File: src/rtl/cfnp_pkg.sv
// ---------------------------------------------------------------------------
// cfnp_pkg
//   Shared constants and types for the convolution window buffer:
//   - DW_DEFAULT          default signed sample width
//   - K_MIN / K_MAX       legal kernel sizes (samples per window)
//   - STRIDE_MIN          smallest legal stride (largest is K itself)
//   - CNT_W               width of the fill / stride counters, sized so the
//                         largest kernel count K_MAX fits
//   - win_state_t         controller state encoding (FILL / STREAM)
// ---------------------------------------------------------------------------
package cfnp_pkg;

    localparam int DW_DEFAULT     = 16;
    localparam int K_DEFAULT      = 2;
    localparam int K_MIN          = 2;
    localparam int K_MAX          = 8;
    localparam int STRIDE_DEFAULT = 1;
    localparam int STRIDE_MIN     = 1;

    localparam int CNT_W = $clog2(K_MAX) + 1;

    typedef enum logic {
        ST_FILL   = 1'b0,
        ST_STREAM = 1'b1
    } win_state_t;

endpackage : cfnp_pkg

File: src/rtl/conv_window_ctrl.sv
// ---------------------------------------------------------------------------
// conv_window_ctrl
//   Window-emission controller. Counts accepted samples while the window is
//   filling, then counts strides and flags the sample that completes each
//   window. Tracks frame boundaries and pulses frame_done after in_last.
//
//   Ports
//     clk         rising-edge clock
//     rst         synchronous, active-low reset
//     clr         synchronous frame clear, active-high
//     accept      a sample is shifted into the window this cycle
//     last        the accepted sample ends the frame
//     emit        combinational: the accepted sample completes a window
//     frame_done  registered one-cycle pulse after a frame ends
// ---------------------------------------------------------------------------
module conv_window_ctrl
    import cfnp_pkg::*;
#(
    parameter int K      = K_DEFAULT,
    parameter int STRIDE = STRIDE_DEFAULT
) (
    input  logic clk,
    input  logic rst,
    input  logic clr,
    input  logic accept,
    input  logic last,
    output logic emit,
    output logic frame_done
);

    localparam logic [CNT_W-1:0] K_LAST = CNT_W'(K - 1);
    localparam logic [CNT_W-1:0] K_FULL = CNT_W'(K);
    localparam logic [CNT_W-1:0] S_LAST = CNT_W'(STRIDE - 1);

    win_state_t       state,      state_nxt;
    logic [CNT_W-1:0] fill_cnt,   fill_nxt;
    logic [CNT_W-1:0] stride_cnt, stride_nxt;
    logic             done_nxt;

    // NOTE: sequential state uses non-blocking assignments so every register
    // samples pre-edge values, independent of block evaluation order.
    always_ff @(posedge clk) begin
        if (!rst) begin
            state      <= ST_FILL;
            fill_cnt   <= '0;
            stride_cnt <= '0;
            frame_done <= 1'b0;
        end else begin
            state      <= state_nxt;
            fill_cnt   <= fill_nxt;
            stride_cnt <= stride_nxt;
            frame_done <= done_nxt;
        end
    end

    // NOTE: every output of this block gets a default first, so no path
    // leaves a variable unassigned and no latch is inferred.
    always_comb begin
        state_nxt  = state;
        fill_nxt   = fill_cnt;
        stride_nxt = stride_cnt;
        emit       = 1'b0;
        done_nxt   = 1'b0;

        if (clr) begin
            state_nxt  = ST_FILL;
            fill_nxt   = '0;
            stride_nxt = '0;
        end else if (accept) begin
            unique case (state)
                ST_FILL: begin
                    if (fill_cnt == K_LAST) begin
                        // This sample fills the window: first emission.
                        emit       = 1'b1;
                        state_nxt  = ST_STREAM;
                        fill_nxt   = K_FULL;
                        stride_nxt = '0;
                    end else begin
                        fill_nxt = fill_cnt + 1'b1;
                    end
                end
                ST_STREAM: begin
                    // Emit when the stride counter wraps back to zero.
                    if (stride_cnt == S_LAST) begin
                        emit       = 1'b1;
                        stride_nxt = '0;
                    end else begin
                        stride_nxt = stride_cnt + 1'b1;
                    end
                end
                default: begin
                    state_nxt = ST_FILL;
                end
            endcase

            // Frame end wins over counting: restart the next frame from an
            // empty window. A window completed by this sample is still emitted.
            if (last) begin
                state_nxt  = ST_FILL;
                fill_nxt   = '0;
                stride_nxt = '0;
                done_nxt   = 1'b1;
            end
        end
    end

endmodule : conv_window_ctrl

File: src/rtl/conv_window_buffer.sv
// ---------------------------------------------------------------------------
// conv_window_buffer
//   Sliding-window buffer for 1-D convolution. Accepted samples shift into a
//   K-deep register; every STRIDE samples (once K have arrived in the frame)
//   the full window is copied into an output register that is held until the
//   consumer takes it. Partial windows at the end of a frame are dropped.
//
//   Ports
//     clk         rising-edge clock
//     rst         synchronous, active-low reset
//     clr         synchronous frame clear, active-high (overrides in_valid)
//     in_valid    in_data is valid
//     in_ready    sample accepted when in_valid && in_ready
//     in_data     signed sample, DW bits
//     in_last     final sample of a frame
//     win_valid   win_data holds a window
//     win_ready   consumer takes the window this cycle
//     win_data    K*DW bits, slot 0 (oldest) in the LSBs, slot K-1 (newest)
//                 in the MSBs
//     win_last    the window was completed by the frame's in_last sample
//     frame_done  one-cycle pulse after a frame ends
// ---------------------------------------------------------------------------
module conv_window_buffer
    import cfnp_pkg::*;
#(
    parameter int DW     = DW_DEFAULT,
    parameter int K      = K_DEFAULT,
    parameter int STRIDE = STRIDE_DEFAULT
) (
    input  logic            clk,
    input  logic            rst,
    input  logic            clr,
    input  logic            in_valid,
    output logic            in_ready,
    input  logic [DW-1:0]   in_data,
    input  logic            in_last,
    output logic            win_valid,
    input  logic            win_ready,
    output logic [K*DW-1:0] win_data,
    output logic            win_last,
    output logic            frame_done
);

    if ((K < K_MIN) || (K > K_MAX)) begin : g_bad_k
        $error("conv_window_buffer: K=%0d outside %0d..%0d", K, K_MIN, K_MAX);
    end
    if ((STRIDE < STRIDE_MIN) || (STRIDE > K)) begin : g_bad_stride
        $error("conv_window_buffer: STRIDE=%0d outside %0d..K", STRIDE, STRIDE_MIN);
    end

    logic [DW-1:0]   slots   [K];
    logic [DW-1:0]   shifted [K];
    logic [K*DW-1:0] win_nxt;
    logic            accept;
    logic            emit;

    // The output register can take a new window whenever it is empty or its
    // current window is being handed off this same cycle (no bubble).
    assign in_ready = !win_valid || win_ready;
    assign accept   = in_valid && in_ready && !clr;

    conv_window_ctrl #(
        .K      (K),
        .STRIDE (STRIDE)
    ) u_ctrl (
        .clk        (clk),
        .rst        (rst),
        .clr        (clr),
        .accept     (accept),
        .last       (in_last),
        .emit       (emit),
        .frame_done (frame_done)
    );

    // Window contents after this cycle's shift; the emitted window is taken
    // from here so it includes the completing sample with no extra delay.
    always_comb begin
        for (int i = 0; i < K - 1; i++) begin
            shifted[i] = slots[i + 1];
        end
        shifted[K-1] = in_data;
    end

    always_comb begin
        win_nxt = '0;
        for (int i = 0; i < K; i++) begin
            win_nxt[i*DW +: DW] = shifted[i];
        end
    end

    // NOTE: the slot array is only K registers wide, so it is reset with a
    // loop like ordinary flops; a deep RAM would not be reset this way.
    always_ff @(posedge clk) begin
        if (!rst) begin
            for (int i = 0; i < K; i++) begin
                slots[i] <= '0;
            end
        end else if (accept) begin
            slots <= shifted;
        end
    end

    // Output register: a new emission replaces a window being handed off in
    // the same cycle; otherwise a handshake empties it. clr keeps win_data
    // but invalidates it.
    always_ff @(posedge clk) begin
        if (!rst) begin
            win_valid <= 1'b0;
            win_last  <= 1'b0;
            win_data  <= '0;
        end else if (clr) begin
            win_valid <= 1'b0;
            win_last  <= 1'b0;
        end else if (emit) begin
            win_valid <= 1'b1;
            win_data  <= win_nxt;
            win_last  <= in_last;
        end else if (win_ready) begin
            win_valid <= 1'b0;
            win_last  <= 1'b0;
        end
    end

endmodule : conv_window_buffer

File: config.mk
export PLATFORM = sky130hd
export DESIGN_NAME = conv_window_buffer
export DESIGN_NICKNAME = d
export VERILOG_FILES = /design/src/rtl/cfnp_pkg.sv /design/src/rtl/conv_window_ctrl.sv /design/src/rtl/conv_window_buffer.sv
export SDC_FILE = /design/constraint.sdc
export NUM_CORES = 1
export LEC_CHECK = 0
export ABC_AREA = 1
export BUFFER_PORTS_ARGS = -buffer_cell sky130_fd_sc_hd__buf_4
export CAP_MARGIN = 25
export CORE_MARGIN = 1
export CORE_UTILIZATION = 35
export CTS_CLUSTER_DIAMETER = 30
export DETAILED_ROUTE_END_ITERATION = 7
export PLACE_DENSITY = 0.59
export SYNTH_ARGS = -nofsm -noshare
export SYNTH_HDL_FRONTEND = slang
export SYNTH_SLANG_ARGS = --single-unit
File: constraint.sdc
create_clock -name clk -period 2.6 [get_ports clk]
set_input_delay 0.52 -clock clk [delete_from_list [all_inputs] [get_ports clk]]
set_output_delay 0.52 -clock clk [all_outputs]
set_load 0.02 [all_outputs]
After elaboration in Yosys (flattened, before gate mapping)

Index checks and enable logic that the tools add are counted.

$add $sub $neg: 2
Eq/ne operators: 3
Mux-type cells: 18
Bitwise operators: 4
Reduce and logical (&&, ||, !) cells: 12

Operators by type and width:

| kind                | number |
|---|---|
| $mux 4              | 6 |
| $mux 1              | 10 |
| $add 4x1->4 const B | 2 |
| $pmux 4 s2          | 1 |
| $reduce_and 2->1    | 3 |
| $eq 4x1->1 const B  | 1 |
| $logic_not 4->1     | 1 |
| $not 1->1           | 4 |
| $ne 3x2->1 const B  | 1 |
| $reduce_or 3->1     | 1 |
| $logic_and 1x1->1   | 2 |
| $logic_not 1->1     | 2 |
| $ne 2x2->1 const B  | 1 |
| $pmux 1 s2          | 1 |
| $reduce_bool 2->1   | 1 |
| $reduce_or 2->1     | 1 |
| $logic_or 1x1->1    | 1 |

Register bits: 60
Input port bits: 22
Output and inout bits: 36
Logic and storage cells: 47

Logic depth before layout (Yosys ltp)

Gate-level depths: netlist of the first run.

Depth after elaboration: 7
Depth in mapped cells: 8
Gate-level depth less buffers: 7

Modules after synthesis

Synthesis of the first run repeated with hierarchy kept, for this count alone.

Cell total of the unflattened synthesis: 340
Area total of the unflattened synthesis: 2502.4 um2

Modules (own cells, without submodules):

| module             | times used | cells an instance | area each (um2) | seq. area each (um2) |
|---|---|---|---|---|
| conv_window_buffer | 1          | 259               | 1919.3          | 1001.0 |
| conv_window_ctrl   | 1          | 81                | 583.1           | 200.2 |

Worst setup path before layout of the first run

Ideal clock, no wire load.

Path type: input port to flip-flop
From: input win_ready
To: register win_data[10]
Setup time: 0.115 ns
Arrival time: 1.328 ns
Required time: 2.485 ns
Path slack: 1.157 ns
Stages on the path: 8
Buffers on the path: 1
Cell sequence: inv_2 nand2_4 nand3_4 inv_2 clkbuf_1 nand3_1 nand2_1 nor2_1

Cells in the longest elaborated chain, start to end: 6

RTL lines:

| item                              | RTL line                  | text |
|---|---|---|
| from (decl)                       | conv_window_buffer.sv:38  | `input logic win_ready,` |
| $logic_or 1x1->1                  | conv_window_buffer.sv:59  | `assign in_ready = !win_valid \|\| win_ready;` |
| net in_ready                      | conv_window_buffer.sv:34  | `output logic in_ready,` |
| $logic_and 1x1->1 (2 in series)   | conv_window_buffer.sv:60  | `assign accept = in_valid && in_ready && !clr;` |
| $mux 1                            | conv_window_ctrl.sv:69    | `end else if (accept) begin` |
| $mux 1                            | conv_window_ctrl.sv:65    | `if (clr) begin` |
| $reduce_and 2->1 (no source line) | n/a                       |  |
| to (signal assigned)              | conv_window_buffer.sv:116 | `win_data <= win_nxt;` |
| to (decl)                         | conv_window_buffer.sv:39  | `output logic [K*DW-1:0] win_data,` |

The timed path passes the listed nets, and every way through them passes these cells.
A chain may end at the register's enable or synchronous reset.

Worst setup path in the final report of the first run

From: register u_ctrl.stride_cnt[0]
To: register win_data[17]

Cells in the longest elaborated chain, start to end: 6

RTL lines:

| item                              | RTL line               | text |
|---|---|---|
| from (decl)                       | conv_window_ctrl.sv:37 | `logic [CNT_W-1:0] stride_cnt, stride_nxt;` |
| from (signal assigned)            | conv_window_ctrl.sv:51 | `stride_cnt <= stride_nxt;` |
| $logic_not 4->1                   | conv_window_ctrl.sv:84 | `if (stride_cnt == S_LAST) begin` |
| $mux 1                            | conv_window_ctrl.sv:84 |  |
| $pmux 1 s2                        | conv_window_ctrl.sv:70 | `unique case (state)` |
| $mux 1                            | conv_window_ctrl.sv:69 |  |
| $mux 1                            | conv_window_ctrl.sv:65 |  |
| $reduce_and 2->1 (no source line) | n/a                    |  |

No other way between the ends.

==> flow_metrics.env, run 1 <==
export IMPL_status="finished clean"
export IMPL_post_place_ws_ns=0.537
export IMPL_place_area_um2=3070
export IMPL_stdcell_count=513
export IMPL_vias_per_cell=4.63
export IMPL_cts_tree="built"
export IMPL_setup_tns_ns=0
export IMPL_die_x_um=88.1
export IMPL_start_kind="flop"
export IMPL_drt_wirelength_per_cell_um=11.8
export IMPL_path_clk_slew_ns=0.07
export IMPL_p_comb_frac=0.089
export IMPL_finalClockSkew_ns=0.00770
export IMPL_die_area_um2=7760
export IMPL_ctsHoldBuffers=0
export IMPL_clk_latency_ns=0.34
export IMPL_core_region_area_um2=7210
export IMPL_antenna_found_initial=0
export IMPL_slowest_delay_ns=0.75
export IMPL_fmax_ghz=0.479
export IMPL_max_slew_margin=0.360
export IMPL_synth_seq_area_share=0.463
export IMPL_antenna_left=0
export IMPL_ys_warn_count=0
export IMPL_p_sw_w=0.000481
export IMPL_drive_gt1_frac=0.198
export IMPL_cp_slowest_cell="o21ai_4"
export IMPL_timing_rr_end="win_data[17]"
export IMPL_drv_slew=0
export IMPL_crit_top_cell="nand2_1"
export IMPL_drt_first_pass_iters=4
export IMPL_rsz0062_at_grt="no"
export IMPL_placementRows=31
export IMPL_crit_type="reg -> reg"
export IMPL_p_sw_frac=0.260
export IMPL_timing_final_crit_share=0.803
export IMPL_cts_setup_buffers=0
export IMPL_clock_sinks=60
export IMPL_holdPathStages=2
export IMPL_area_growth_pct=24.9
export IMPL_irDropWorstVdd_uv=269
export IMPL_clockRootBuffer="clkbuf_8"
export IMPL_crit_chain="inv_1 > ha_1 > nand2_1 > o21ai_4 > buf_4 > nand3_1 > nand2_1 > nor2_1"
export IMPL_grt_pass1_vias=2083
export IMPL_grt_total_usage=0.167
export IMPL_r2r_cells=8
export IMPL_htree_levels=3
export IMPL_portBuffers=57
export IMPL_worstSetupEndpointType="flop"
export IMPL_tightest_slew_ns=0.956
export IMPL_hold_viol_final=0
export IMPL_drt_iter0_drc=127
export IMPL_arrival_ns=2.32
export IMPL_drv_cap=0
export IMPL_netlist_area_um2=2590
export IMPL_vias=2377
export IMPL_critPathLaunch="u_ctrl.stride_cnt[0]"
export IMPL_pwr_share_seq=0.512
export IMPL_overflow=0
export IMPL_drc=0
export IMPL_required_ns=2.83
export IMPL_fillers=811
export IMPL_setup_viol=0
export IMPL_dpl_hpwl_mm=4.03
export IMPL_period_needed_ns=2.09
export IMPL_r2r_start="u_ctrl.stride_cnt[0]"
export IMPL_wirelength_mm=6.05
export IMPL_intPower_w=0.00137
export IMPL_synth_cell_types=20
export IMPL_die_y_um=88.1
export IMPL_hold_end="shifted[26]"
export IMPL_final_cell_mix="buf_4, dfxtp_1, a21oi_1, nand2_1, nor2_1"
export IMPL_critPathBufInv=2
export IMPL_synth_seq_cells=60
export IMPL_p_total_w=0.00185
export IMPL_syn_inst=358
export IMPL_design_area_um2=3240
export IMPL_pwr_share_clk=0.399
export IMPL_cts_buffers=9
export IMPL_io_pin_count=58
export IMPL_gp_congestion=0.819
export IMPL_crit_fanout=38
export IMPL_hold_path_startpoint="shifted[26]"
export IMPL_grt_pass1_wl_mm=10.0
export IMPL_final_nets=435
export IMPL_grt_max_degree=49
export IMPL_avgSynthCellArea_um2=7.25
export IMPL_finalWorstSetupSlack_ns=0.511
export IMPL_syn_nets=384
export IMPL_postCtsResizedCells=0
export IMPL_dpl_cell_count=497
export IMPL_reg2reg_slack_ns=0.51
export IMPL_clk_path_buf_depth=2
export IMPL_min_path_type="reg -> reg"
export IMPL_diodes=0
export IMPL_layout_commonest_cell="buf_4"
export IMPL_leakage_nw=1.42
export IMPL_p_per_area_nw_per_um2=572
export IMPL_start_util=0.360
export IMPL_path_delay_family="compound AO/OA/AOI/OAI gates"
layer usage:
metal / track usage / up-vias / wire length [um]
li1: - / 1247 / -
met4: 0.0924 / 0 / 144
met1: 0.228 / 1066 / 2960
met3: 0.0415 / 12 / 291
met2: 0.242 / 52 / 2660
met5: 0 / - / 0
cell families after synthesis:
kind of cell	synth area share
simple gates	0.245
compound gates	0.151
buf+inv	0.115
flops	0.463
fa+ha+maj	0.0193
xor+xnor	0.00675
power groups by stage:
stage / sequential (W) / combinational [W] / clock (W)
floorplan: 0.000975 / 0.0000998 / 0
global placement: 0.000969 / 0.000166 / 0
detailed placement: 0.000969 / 0.000167 / 0
CTS: 0.000948 / 0.000167 / 0.000764
global route: 0.000950 / 0.000188 / 0.000791
finish: 0.000948 / 0.000166 / 0.000739
registers in the layout, indices dropped and copies added, names as in the netlist:
signal             flops
shifted               16
u_ctrl.fill_cnt        4
u_ctrl.frame_done      1
u_ctrl.state           1
u_ctrl.stride_cnt      4
win_data              32
win_last               1
win_valid              1
worst max-delay path by stage:
stage                    to  slack, ns  depth (start not counted)
3_5_place_dp   win_data[18]       0.54                          8
2_1_floorplan  win_data[10]       1.16                          8
6_report       win_data[17]       0.51                          8
5_1_grt        win_data[11]       0.33                          8
3_3_place_gp   win_data[22]       0.60                          8
4_1_cts        win_data[18]       0.52                          8
worst reg2reg max path: stages (launching register included):
cell and delay, ns:
dfxtp_1 0.36, inv_1 0.07, ha_1 0.14, nand2_1 0.10, o21ai_4 0.75, buf_4 0.36
nand3_1 0.09, nand2_1 0.07, nor2_1 0.04
per-stage QoR:
| stage | util | hold slack [ns] |
|---|---|---|
| after CTS | 0.449 | 0.457 |
| after global routing | 0.449 | 0.477 |
| after detailed placement | 0.425 | 0.448 |
| after floorplan | - | 0.430 |
| after global placement | 0.425 | 0.443 |
| final | 0.449 | 0.456 |
synthesized netlist by cell type, drive strengths merged:
| library cell | number | share of area |
|---|---|---|
| o21ai | 17 | 0.034 |
| a21oi | 59 | 0.11 |
| buf | 12 | 0.037 |
| a21boi | 1 | 0.0029 |
| nand4 | 3 | 0.0072 |
| nand3 | 37 | 0.076 |
| inv | 44 | 0.064 |
| nand2 | 59 | 0.088 |
| clkbuf | 10 | 0.014 |
| nor2 | 49 | 0.071 |
| ha | 4 | 0.019 |
| xnor2 | 2 | 0.0068 |
| dfxtp | 60 | 0.46 |
| nor3 | 1 | 0.0019 |
final cells by class:
class / instances / area, um^2 / share of cell area
clock inverters: 4 / 25.0 / 0.00772
repair buffers: 62 / 478 / 0.148
multi-input cells: 232 / 1100 / 0.340
flip-flops and latches: 60 / 1200 / 0.371
clock buffers: 12 / 145 / 0.0448
inverters: 44 / 165 / 0.0510
well taps: 99 / 124 / 0.0382
Power figures use the tool's default switching activity.
==> run 2: changes to the inputs <==
--- a/config.mk
+++ b/config.mk
@@ -12,7 +12,7 @@
 export CORE_UTILIZATION = 35
 export CTS_CLUSTER_DIAMETER = 30
 export DETAILED_ROUTE_END_ITERATION = 7
-export PLACE_DENSITY = 0.59
+export PLACE_DENSITY = 0.61
 export SYNTH_ARGS = -nofsm -noshare
 export SYNTH_HDL_FRONTEND = slang
 export SYNTH_SLANG_ARGS = --single-unit
==> constraint.sdc (replaced) <==
create_clock -name clk -period 1.8 [get_ports clk]
set_input_delay 0.36 -clock clk [delete_from_list [all_inputs] [get_ports clk]]
set_output_delay 0.36 -clock clk [all_outputs]
set_load 0.02 [all_outputs]
==> run 2 against run 1 <==
- setup slack worse by 0.20 ns
- maximum frequency rose by 41%
- via count is 1.7% lower
- core utilization rose by 0.45 points
- sequential power up 45%
- flip-flop and latch count did not move
- clock power increased by 58%
- power is 50% higher
- global-route usage is 0.27 points lower
- non-clock buffer count is the same
==> flow_metrics.env, run 2 (same netlist as run 1, synthesis figures left out) <==
export IMPL_final_cell_mix="buf_4, dfxtp_1, a21oi_1, nand2_1, nor2_1"
export IMPL_arrival_ns=1.72
export IMPL_hold_viol_final=0
export IMPL_grt_pass1_vias=2102
export IMPL_ctsHoldBuffers=0
export IMPL_die_x_um=88.1
export IMPL_pwr_share_clk=0.420
export IMPL_placementRows=31
export IMPL_gp_congestion=0.838
export IMPL_path_clk_slew_ns=0.07
export IMPL_largest_register_ffs=32
export IMPL_r2r_cells=8
export IMPL_required_ns=2.03
export IMPL_min_path_type="in -> reg"
export IMPL_period_needed_ns=1.49
export IMPL_start_util=0.360
export IMPL_die_area_um2=7760
export IMPL_htree_levels=3
export IMPL_clockRootBuffer="clkbuf_8"
export IMPL_intPower_w=0.00211
export IMPL_clock_sinks=60
export IMPL_p_per_area_nw_per_um2=850
export IMPL_grt_total_usage=0.164
export IMPL_p_sw_w=0.000669
export IMPL_vias_per_cell=4.56
export IMPL_drv_cap=0
export IMPL_wirelength_mm=5.88
export IMPL_max_slew_margin=0.706
export IMPL_leakage_nw=1.44
export IMPL_worstSetupEndpointType="flop"
export IMPL_drive_gt1_frac=0.201
export IMPL_p_total_w=0.00278
export IMPL_tightest_slew_ns=0.442
export IMPL_cts_tree="built"
export IMPL_antenna_left=0
export IMPL_grt_pass1_wl_mm=9.76
export IMPL_crit_fanout=26
export IMPL_drv_slew=0
export IMPL_drt_first_pass_iters=4
export IMPL_p_sw_frac=0.241
export IMPL_antenna_found_initial=0
export IMPL_grt_max_degree=70
export IMPL_clk_latency_ns=0.33
export IMPL_drc=0
export IMPL_postCtsResizedCells=0
export IMPL_status="finished clean"
export IMPL_area_growth_pct=26.1
export IMPL_die_y_um=88.1
export IMPL_core_region_area_um2=7210
export IMPL_clk_path_buf_depth=2
export IMPL_final_nets=435
export IMPL_io_pin_count=58
export IMPL_overflow=0
export IMPL_rsz0062_at_grt="no"
export IMPL_portBuffers=57
export IMPL_p_comb_frac=0.087
export IMPL_fmax_ghz=0.673
export IMPL_drt_wirelength_per_cell_um=11.5
export IMPL_regMostFlops="win_data"
export IMPL_finalClockSkew_ns=0.00525
export IMPL_holdPathStages=3
export IMPL_pwr_share_seq=0.493
export IMPL_crit_type="reg -> reg"
export IMPL_cts_buffers=9
export IMPL_setup_tns_ns=0
export IMPL_whs_ns=0.323
export IMPL_timing_final_crit_share=0.825
export IMPL_vias=2336
export IMPL_setup_viol=0
export IMPL_diodes=0
export IMPL_drt_iter0_drc=130
export IMPL_irDropWorstVdd_uv=379
export IMPL_dpl_hpwl_mm=3.98
export IMPL_start_kind="flop"
export IMPL_cts_setup_buffers=0
==> run 2: cell types whose count changed in the layout (fill, tap and decap cells not counted), sizes merged <==
cell and delta:
bufinv +1, clkinv +1, clkinvlp -1, clkbuf -2
==> run 2: power by group through the flow <==
stage          registers, W  clock network, W  logic [W]
5_1_grt             0.00137           0.00127   0.000270
3_3_place_gp        0.00140                 0   0.000241
2_1_floorplan       0.00141                 0   0.000144
3_5_place_dp        0.00140                 0   0.000243
6_report            0.00137           0.00117   0.000242
4_1_cts             0.00137           0.00122   0.000243
==> run 2: per-layer routing <==
layer / up-vias / global-route usage / routed length, um / part of all wire
met5: - / 0 / 0 / 0
met4: 0 / 0.0997 / 131 / 0.022
met3: 10 / 0.0377 / 224 / 0.038
met2: 53 / 0.232 / 2590 / 0.44
met1: 1030 / 0.227 / 2930 / 0.50
li1: 1243 / - / - / -
==> run 2: cell type report <==
| cell class | instances | area, um^2 |
|---|---|---|
| multi-input cells | 232 | 1100 |
| clock buffers | 10 | 138 |
| clock inverters | 5 | 52.6 |
| flip-flops and latches | 60 | 1200 |
| well taps | 99 | 124 |
| inverters | 44 | 165 |
| repair buffers | 62 | 490 |
| fillers | 766 | 3940 |
==> run 2: worst max-delay path, cell delays in order, from the launching register on <==
cell	delay, ns
dfxtp_1	0.36
inv_1	0.09
ha_1	0.15
nand2_1	0.10
o21ai_4	0.17
buf_4	0.29
nand3_1	0.12
nand2_1	0.08
nor2_1	0.04
==> run 2: worst paths after layout <==
kind | startpoint | to | slack (ns)
worst max-delay path | u_ctrl.stride_cnt[0] | win_data[10] | 0.31
worst min-delay path | rst | u_ctrl.frame_done | 0.32
worst max register to register | u_ctrl.stride_cnt[0] | win_data[10] | 0.31
worst min register to register | shifted[17] | shifted[17] | 0.46
==> run 2: through the flow <==
stage / utilization / setup slack (ns) / area (um^2) / std cells
after floorplan: - / 0.476 / 2590 / 358
after global placement: 0.427 / 0.271 / 3080 / 497
after detailed placement: 0.427 / 0.227 / 3080 / 497
after CTS: 0.454 / 0.307 / 3270 / 512
after global routing: 0.454 / 0.131 / 3270 / 512
final: 0.454 / 0.314 / 3270 / 512
==> run 3: changes to the inputs <==
==> constraint.sdc (replaced) <==
create_clock -name clk -period 1.3 [get_ports clk]
set_input_delay 0.26 -clock clk [delete_from_list [all_inputs] [get_ports clk]]
set_output_delay 0.26 -clock clk [all_outputs]
set_load 0.02 [all_outputs]
==> run 3 against run 2 <==
- the flow now finishes with violations (setup timing)
- register-to-register slack worse by 0.37 ns
- critical path depth rose by 1
- non-clock buffer count grew 27
==> flow_metrics.env, run 3 (same netlist as run 1, synthesis figures left out) <==
export IMPL_status="finished, violations left"
export IMPL_failed_checks="setup timing"
export IMPL_period_needed_ns=1.35
export IMPL_clockRootBuffer="clkbuf_8"
export IMPL_cts_tree="built"
export IMPL_die_y_um=88.1
export IMPL_drc=0
export IMPL_hold_viol_final=0
export IMPL_multi_input_area_um2=1310
export IMPL_worstSetupEndpointType="flop"
export IMPL_io_pin_count=58
export IMPL_gp_congestion=0.814
export IMPL_crit_fanout=6
export IMPL_clk_latency_ns=0.34
export IMPL_overflow=0
export IMPL_setup_tns_ns=-1.16
export IMPL_finalClockSkew_ns=0.0119
export IMPL_die_x_um=88.1
export IMPL_required_ns=1.53
export IMPL_setup_viol=34
export IMPL_p_total_w=0.00418
export IMPL_max_slew_margin=0.793
export IMPL_fillers=691
export IMPL_r2r_cells=9
export IMPL_grt_total_usage=0.189
export IMPL_cts_buffers=9
export IMPL_start_kind="flop"
export IMPL_antenna_left=0
export IMPL_diodes=0
export IMPL_area_growth_pct=50.2
export IMPL_largest_register_ffs=32
export IMPL_drive_gt1_frac=0.356
export IMPL_ctsHoldBuffers=0
export IMPL_finalWorstSetupSlack_ns=-0.0524
export IMPL_arrival_ns=1.58
export IMPL_drv_cap=0
export IMPL_clock_sinks=60
export IMPL_r2r_start="u_ctrl.stride_cnt[0]"
export IMPL_critPathLaunch="u_ctrl.stride_cnt[0]"
export IMPL_antenna_found_initial=0
export IMPL_endpoint="win_data[0]"
export IMPL_p_per_area_nw_per_um2=1070
export IMPL_grt_pass1_wl_mm=11.1
export IMPL_layout_commonest_cell="buf_4"
export IMPL_slowest_delay_ns=0.32
export IMPL_dpl_hpwl_mm=4.32
export IMPL_stdcell_count=540
export IMPL_cp_slowest_cell="dfxtp_2"
export IMPL_ff_latch_area_um2=1210
export IMPL_clk_path_buf_depth=2
export IMPL_leakage_nw=1.66
export IMPL_drt_iter0_drc=184
export IMPL_post_place_ws_ns=-0.0615
export IMPL_timing_rr_end="win_data[0]"
export IMPL_tightest_slew_ns=0.309
export IMPL_die_area_um2=7760
export IMPL_reg2reg_slack_ns=-0.05
export IMPL_timing_final_crit_share=1.04
export IMPL_final_nets=462
export IMPL_start_util=0.360
export IMPL_whs_ns=0.222
export IMPL_placementRows=31
export IMPL_wirelength_mm=7.05
export IMPL_rsz0062_at_grt="yes"
export IMPL_vias=2572
export IMPL_crit_type="reg -> reg"
export IMPL_crit_top_cell="buf_8"
export IMPL_core_region_area_um2=7210
export IMPL_regMostFlops="win_data"
export IMPL_holdPathStages=3
export IMPL_min_path_type="in -> reg"
export IMPL_dpl_cell_count=513
export IMPL_fmax_ghz=0.739
export IMPL_drt_first_pass_iters=4
export IMPL_vias_per_cell=4.76
export IMPL_htree_levels=3
export IMPL_irDropWorstVdd_uv=640
export IMPL_grt_pass1_vias=2242
export IMPL_grt_max_degree=49
export IMPL_crit_chain="inv_2 > ha_4 > nand2_4 > o21ai_4 > buf_8 > buf_8 > nand3_4 > nand2_2 > nor2_1"
export IMPL_path_clk_slew_ns=0.08
export IMPL_drv_slew=0
export IMPL_final_cell_mix="buf_4, dfxtp_1, a21oi_1, nand2_1, nor2_1"
export IMPL_portBuffers=57
export IMPL_drt_wirelength_per_cell_um=13.0
==> run 3: changes by cell type in the layout (fill, tap and decap cells not counted), moves of 4 or more <==
cell,previous run,this run
nand2_1,58,52
nor2_1,49,44
nand3_2,0,18
buf_4,60,73
dfxtp_1,60,56
nor2_2,0,5
nand3_1,36,15
a21oi_1,59,53
buf_16,0,5
nand2_2,0,5
dfxtp_2,0,4
a21oi_2,0,6
==> run 3: final cells by class <==
class,instances,area share
multi-input combinational,232,0.336
inverter,44,0.0424
clock inverter,6,0.0228
timing repair buffer,89,0.225
clock buffer,10,0.0328
sequential,60,0.310
tap,99,0.0318
==> run 3: report_power, final <==
group          total (W)  internal (W)  switching (W)
Clock            0.00185       0.00108       0.000775
Combinational   0.000432      0.000180       0.000252
Sequential       0.00190       0.00188      0.0000151
==> run 3: worst min path at each step <==
stage                startpoint                 to
floorplan                   rst  u_ctrl.frame_done
global placement    shifted[23]        shifted[23]
detailed placement  shifted[23]        shifted[23]
CTS                  in_data[6]        shifted[22]
global route         in_data[6]        shifted[22]
finish               in_data[7]        shifted[23]
==> run 3: worst max-delay path: cells and delay by family, from the launching register on <==
family          cells  cell delay [ns]
compound gates      1             0.19
fa+ha+maj           1             0.14
buf+inv             3             0.38
flops               1             0.32
simple gates        4             0.21
==> run 3: timing repair <==
item / CTS / global route
setup buffers: 7 / 1
pin swaps: 15 / 8
cloned: 5 / 1
setup endpoints to repair: 30 / 39
gates resized for setup: 51 / 17
==> run 3: stage by stage <==
stage,utilization,instance area [um^2]
after floorplan,-,2600
after global placement,0.451,3250
after detailed placement,0.451,3250
after CTS,0.527,3800
after global routing,0.540,3890
final,0.540,3890
==> run 3: routing by layer <==
metal / vias to the layer above / GRT usage / share of wire
li1: 1308 / - / -
met1: 1183 / 0.249 / 0.44
met2: 74 / 0.299 / 0.50
met3: 7 / 0.0377 / 0.048
met4: 0 / 0.0850 / 0.014
met5: - / 0 / 0
